==> config.mk <==
export PLATFORM = sky130hd
export DESIGN_NAME = scroll_ctrl
export DESIGN_NICKNAME = d
export VERILOG_FILES = /design/src/rtl/scroll_ctrl.sv
export SDC_FILE = /design/constraint.sdc
export NUM_CORES = 1
export LEC_CHECK = 0
export CORE_MARGIN = 4
export CORE_UTILIZATION = 25
export CTS_CLUSTER_SIZE = 40
export DETAILED_ROUTE_END_ITERATION = 10
export GPL_TIMING_DRIVEN = 1
export PLACE_DENSITY = 0.46
export SLEW_MARGIN = 15
export SYNTH_ARGS = -nofsm -noshare
export SYNTH_HDL_FRONTEND = slang
export SYNTH_SLANG_ARGS = --single-unit
==> constraint.sdc <==
create_clock -name clk -period 26.4 [get_ports clk]
set_input_delay 5.28 -clock clk [delete_from_list [all_inputs] [get_ports clk]]
set_output_delay 5.28 -clock clk [all_outputs]
set_load 0.03 [all_outputs]
==> src/rtl/scroll_ctrl.sv <==
// Scrolling-display sequencer: message store, scan/step tick generation, window-offset FSM and digit fetch.
// Build option SCROLL_HOLD_BLINK_EN: blank blinks at 2 Hz while in HOLD.
module scroll_ctrl #(
    parameter int CLK_HZ     = 100000000,
    parameter int SCAN_HZ    = 1000,
    parameter int MSG_DEPTH  = 16,
    parameter int NUM_DIGITS = 8,
    parameter int CHAR_W     = 5
) (
    input  logic                         clk,
    input  logic                         rst,
    input  logic                         wr_en,
    input  logic [$clog2(MSG_DEPTH)-1:0] wr_addr,
    input  logic [CHAR_W-1:0]            wr_data,
    input  logic [$clog2(MSG_DEPTH):0]   msg_len,
    input  logic                         start,
    input  logic                         stop,
    input  logic                         pause,
    input  logic                         dir,
    input  logic [1:0]                   speed,
    output logic [NUM_DIGITS-1:0]        digit_sel,
    output logic [CHAR_W-1:0]            digit_code,
    output logic                         blank,
    output logic [$clog2(MSG_DEPTH)-1:0] offset,
    output logic [1:0]                   state,
    output logic                         wrap_pulse
);
    localparam int AW       = $clog2(MSG_DEPTH);
    localparam int LW       = AW + 1;
    localparam int SCAN_DIV = CLK_HZ / SCAN_HZ;
    localparam int SCW      = (SCAN_DIV > 1) ? $clog2(SCAN_DIV) : 1;
    localparam int SIW      = (NUM_DIGITS > 1) ? $clog2(NUM_DIGITS) : 1;
    localparam int STW      = $clog2(CLK_HZ);
    localparam int IW       = AW + SIW + 1;

    typedef enum logic [1:0] {
        ST_IDLE = 2'b00,
        ST_RUN  = 2'b01,
        ST_HOLD = 2'b10
    } state_t;

    state_t               st_q, st_d;
    logic                 go;
    logic [LW-1:0]        len_c;
    logic [SCW-1:0]       scan_cnt;
    logic [SIW-1:0]       scan_idx;
    logic                 scan_tick;
    logic [STW-1:0]       step_cnt, step_term;
    logic [1:0]           speed_q;
    logic                 step_clr, step_tick;
    logic [AW-1:0]        off_q;
    logic [IW-1:0]        idx;
    logic [CHAR_W-1:0]    mem [MSG_DEPTH];

    assign len_c  = (msg_len > LW'(MSG_DEPTH)) ? LW'(MSG_DEPTH) : msg_len;
    assign offset = off_q;
    assign state  = st_q;

    assign scan_tick = (scan_cnt == SCW'(SCAN_DIV - 1));

    always_ff @(posedge clk or posedge rst) begin
        if (rst) begin
            scan_cnt <= '0;
            scan_idx <= '0;
        end else if (scan_tick) begin
            scan_cnt <= '0;
            scan_idx <= (scan_idx == SIW'(NUM_DIGITS - 1)) ? '0 : scan_idx + 1'b1;
        end else begin
            scan_cnt <= scan_cnt + 1'b1;
        end
    end

    always_comb begin
        step_term = STW'(CLK_HZ - 1);
        case (speed)
            2'd0:    step_term = STW'(CLK_HZ - 1);
            2'd1:    step_term = STW'(CLK_HZ / 2 - 1);
            2'd2:    step_term = STW'(CLK_HZ / 4 - 1);
            default: step_term = STW'(CLK_HZ / 8 - 1);
        endcase
    end

    // A rate change restarts the current step period rather than cutting it short.
    assign step_clr  = (st_q != ST_RUN) || (speed != speed_q);
    assign step_tick = !step_clr && (step_cnt == step_term);

    always_ff @(posedge clk or posedge rst) begin
        if (rst) begin
            step_cnt <= '0;
            speed_q  <= '0;
        end else begin
            speed_q <= speed;
            if (step_clr || step_tick)
                step_cnt <= '0;
            else
                step_cnt <= step_cnt + 1'b1;
        end
    end

    always_comb begin
        st_d = st_q;
        go   = 1'b0;
        case (st_q)
            ST_IDLE: if (!stop && start && len_c != '0) begin
                st_d = ST_RUN;
                go   = 1'b1;
            end
            ST_RUN:  if (stop || len_c == '0) st_d = ST_IDLE;
                     else if (pause)          st_d = ST_HOLD;
            ST_HOLD: if (stop || len_c == '0) st_d = ST_IDLE;
                     else if (pause)          st_d = ST_RUN;
            default: st_d = ST_IDLE;
        endcase
    end

    always_ff @(posedge clk or posedge rst) begin
        if (rst) st_q <= ST_IDLE;
        else     st_q <= st_d;
    end

    always_ff @(posedge clk or posedge rst) begin
        if (rst) begin
            off_q      <= '0;
            wrap_pulse <= 1'b0;
        end else begin
            wrap_pulse <= 1'b0;
            if (go) begin
                off_q <= '0;
            end else if (LW'(off_q) >= len_c) begin
                // message shrank under the window: silently restart at 0
                off_q <= '0;
            end else if (step_tick) begin
                if (!dir) begin
                    if (LW'(off_q) == len_c - 1'b1) begin
                        off_q      <= '0;
                        wrap_pulse <= 1'b1;
                    end else begin
                        off_q <= off_q + 1'b1;
                    end
                end else if (off_q == '0) begin
                    off_q      <= AW'(len_c - 1'b1);
                    wrap_pulse <= 1'b1;
                end else begin
                    off_q <= off_q - 1'b1;
                end
            end
        end
    end

    // offset < len_c, so NUM_DIGITS conditional subtracts always reduce the sum below len_c
    always_comb begin
        idx = IW'(off_q) + IW'(scan_idx);
        for (int k = 0; k < NUM_DIGITS; k++) begin
            if (len_c != '0 && idx >= IW'(len_c))
                idx = idx - IW'(len_c);
        end
    end

    always_ff @(posedge clk) begin
        if (wr_en)
            mem[wr_addr] <= wr_data;
    end

    always_ff @(posedge clk or posedge rst) begin
        if (rst) begin
            digit_sel  <= ~NUM_DIGITS'(1);
            digit_code <= '0;
        end else begin
            digit_sel  <= ~(NUM_DIGITS'(1) << scan_idx);
            digit_code <= (len_c == '0) ? '0 : mem[idx[AW-1:0]];
        end
    end

`ifdef SCROLL_HOLD_BLINK_EN
    localparam int HALF = CLK_HZ / 4;
    localparam int BW   = (HALF > 1) ? $clog2(HALF) : 1;

    logic [BW-1:0] blink_cnt;
    logic          blink_q;

    always_ff @(posedge clk or posedge rst) begin
        if (rst) begin
            blink_cnt <= '0;
            blink_q   <= 1'b0;
        end else if (st_q != ST_HOLD) begin
            blink_cnt <= '0;
            blink_q   <= 1'b0;
        end else if (blink_cnt == BW'(HALF - 1)) begin
            blink_cnt <= '0;
            blink_q   <= ~blink_q;
        end else begin
            blink_cnt <= blink_cnt + 1'b1;
        end
    end

    assign blank = (st_q == ST_IDLE) || ((st_q == ST_HOLD) && blink_q);
`else
    assign blank = (st_q == ST_IDLE);
`endif

endmodule

==> metrics.md <==
| Metric | Value |
|---|---|
| Status | `completed` |
| Vias/cell | `4.610` |
| TritonCTS clock tree | `done` |
| Final HPWL DP | `17170 um` |
| Multiplexer share of the synthesized area | `8.825%` |
| Hold buffers post-CTS | `0` |
| Buffers added on ports | `43` |
| Relative slew slack | `37.47%` |
| Syn_nets | `1000` |
| Multi-input logic area | `0.005214 mm^2` |
| Cell Rows | `71` |
| Post-route cell area | `0.01117 mm^2` |
| Global-route wire length before repair | `37840 um` |
| Initial antenna violation count | `0` |
| Cells after Synth | `910` |
| Max Clk Rate | `40.39 MHz` |
| Area share of and/or/nand/nor cells after synthesis | `16.88%` |
| Fin cells | `1482` |
| Startpoint Class | `primary input` |
| Worst Skew | `0.007954 ns` |
| CTS max path bufs | `2` |
| Crit path DAT | `25.07 ns` |
| Die footprint | `0.04148 mm^2` |
| Max_cap viols | `0` |
| # diodes | `0` |
| Hold Crit Class | `reg2reg` |
| Setup CP Type | `in2reg` |
| Root buf cell | `clkbuf_16` |
| Num CTS Buffers | `17` |
| Die Wd | `203.7 um` |
| Vias in the first global route | `6954` |
| Period utilisation layout | `93.78%` |
| Setup total negative slack | `0 ns` |
| Crit. End Element | `flop` |
| DRC | `0` |
| Clk Latency, worst-skew pair | `0.43 ns` |
| Yosys top cell area share | `25.10%` |
| Synthesized cell area | `0.009570 mm^2` |
| Yosys cell types | `74` |
| Synth Area in Compound Gates | `12.34%` |
| Cts repair resizes | `0` |
| Placed cell areas | `0.01057 mm^2` |
| Tightest Pin Transition | `0.9380 ns` |
| Synth-to-layout area growth | `16.73%` |
| Via count | `6832` |
| Final Slew Violations | `0` |
| GRT overflow | `0` |
| GPL Wtd Cong | `0.7892` |
| Nets | `1048` |
| Drt wl/cell | `15.64 um` |
| Syn Area/Cell | `10.52 um^2` |
| Synth Area in XOR/XNOR | `6.759%` |
| CP Max Fanout | `16` |
| Largest family of logic cells by synthesized area | `simple AND/OR/NAND/NOR gates` |
| Max incr delay on CP | `0.67 ns` |
| FF+latch count, synth | `149` |
| Hold Violations, Final | `0` |
| Initial core utilization | `25.35%` |
| Count of warnings emitted by yosys | `0` |
| Layout cells sized above 1 | `9.784%` |
| Worst path required time | `26.72 ns` |
| # H-tree levels | `4` |
| Top cell by count, worst path | `nor2_1` |
| Sequential fraction of the synthesis area | `43.23%` |
| Setup Buffers After CTS | `0` |
| Gr usage total | `11.37%` |
| IO Count | `44` |
| Core Region | `0.03776 mm^2` |
| Final Setup Violations | `0` |
| Fin crit period | `24.76 ns` |
| Post-synthesis adder-cell area fraction | `9.465%` |
| Post-synth EDFFs | `80` |
| Highest-delay cell along the critical path | `clkdlybuf4s50_1` |
| Fill cells | `3926` |
| DR iter-0 viols | `337` |
| ANT nets after route | `0` |
| Main area contributors after synthesis | `edfxtp_1, dfrtp_1, ha_1, mux2i_1, nor2_1` |
| Synth Flop Type | `edfxtp_1` |
| Placed insts | `1450` |
| Clock sink count | `149` |
| Post-synth top area cell | `edfxtp_1` |
| Async S/R FF share, synth | `46.31%` |
| Worst-path clk slew | `0.06 ns` |
| Largest net degree at the start of global routing | `70` |
| First drt pass iteration count | `5` |
| DIE HEIGHT | `203.7 um` |
| Register area | `0.004138 mm^2` |
| RSZ-0062 raised after global routing | `false` |
| WL final | `23170 um` |
state kept, by name (all words and copies together) (netlist names):
signal      count
digit_sel       8
step_cnt       27
scan_cnt       17
speed_q         2
scan_idx        3
wrap_pulse      1
state           2
mem            80
digit_code      5
offset          4
Yosys cell counts (3+ instances only):
cell type,n
nor2_1,104
edfxtp_1,80
nand2_1,68
dfrtp_1,62
ha_1,58
mux2i_1,45
a21oi_1,38
o21ai_0,36
xnor2_1,36
xor2_1,36
inv_1,33
nand3_1,31
mux2_2,30
nor2b_1,20
a21o_1,18
nand2b_1,18
nor3_1,13
and3_1,11
clkbuf_1,10
fa_1,9
nand4_1,8
o21a_1,8
a31oi_1,7
dfstp_2,7
nor4_1,7
o211ai_1,7
a22o_1,6
and2_1,6
and4_1,6
nor3b_1,6
a22oi_1,5
mux2_1,5
nand3b_1,5
o21ai_1,5
o31ai_1,5
buf_6,4
a211oi_1,3
buf_4,3
o2111ai_1,3
routing by layer:
layer	GRT usage, %	wire, um
met1	15.79	11560
met2	18.40	10770
met3	1.844	512
met4	3.228	328
met5	0	0
logic make-up after synthesis:
kind of cell / count (synthesis)
XOR/XNOR: 73
adder cells (fa/ha/maj): 67
AND/OR/NAND/NOR: 321
flip-flops: 149
AO/OA/AOI/OAI: 168
multiplexers: 80
buffers and inverters: 52
through the flow:
stage	utilization (%)	hold WS (ns)	worst slack [ns]
2_1_floorplan	-	0.4461	4.849
6_report	29.59	0.4802	1.641
4_1_cts	29.55	0.4830	1.514
5_1_grt	29.59	0.5025	0.03809
3_5_place_dp	28.00	0.4678	1.123
3_3_place_gp	28.00	0.4633	1.654
placed cells by master, fill, tap and decap left out, types with 9 or more instances in the layout:
| cell | n |
|---|---|
| nand3_1 | 31 |
| nor2b_1 | 20 |
| inv_1 | 31 |
| mux2i_1 | 45 |
| nand2_1 | 68 |
| nand2b_1 | 18 |
| fa_1 | 9 |
| and3_1 | 11 |
| nor3_1 | 13 |
| xor2_1 | 36 |
| edfxtp_1 | 80 |
| clkbuf_16 | 17 |
| mux2_2 | 30 |
| xnor2_1 | 36 |
| o21ai_0 | 36 |
| a21oi_1 | 38 |
| nor2_1 | 104 |
| a21o_1 | 18 |
| dfrtp_1 | 62 |
| ha_1 | 58 |
| clkdlybuf4s50_1 | 43 |
layout make-up:
type	instances	area share (%)
clock buffer	17	3.808
clock inverter	15	1.422
inverter	33	1.154
multi-input combinational	709	46.67
sequential	149	37.04
tap	511	5.723
timing repair buffer	48	4.189
worst max-delay path, delay by kind of cell:
| kind | cells | cell delay [ns] |
|---|---|---|
| fa+ha+maj | 15 | 4.95 |
| compound gates | 30 | 5.94 |
| buf+inv | 6 | 2.15 |
| simple gates | 30 | 3.97 |
| mux | 8 | 2.74 |
final timing paths:
check	startpoint	to	slack [ns]	cells after the start
max	msg_len[4]	digit_code[3]$_DFF_PP0_	1.64	89
min	scan_cnt[4]$_DFF_PP0_	scan_cnt[4]$_DFF_PP0_	0.48	1
max reg2reg	offset[1]$_DFFE_PP0P_	digit_code[3]$_DFF_PP0_	7.16	85
min reg2reg	scan_cnt[4]$_DFF_PP0_	scan_cnt[4]$_DFF_PP0_	0.48	1
max in group asynchronous	rst	digit_code[2]$_DFF_PP0_	20.31	3
min in group asynchronous	rst	digit_sel[0]$_DFF_PP0_	5.48	3
Power is left out: the tool's default activity adds up to more than one toggle a clock period on the data nets, which glitch-free logic cannot reach.
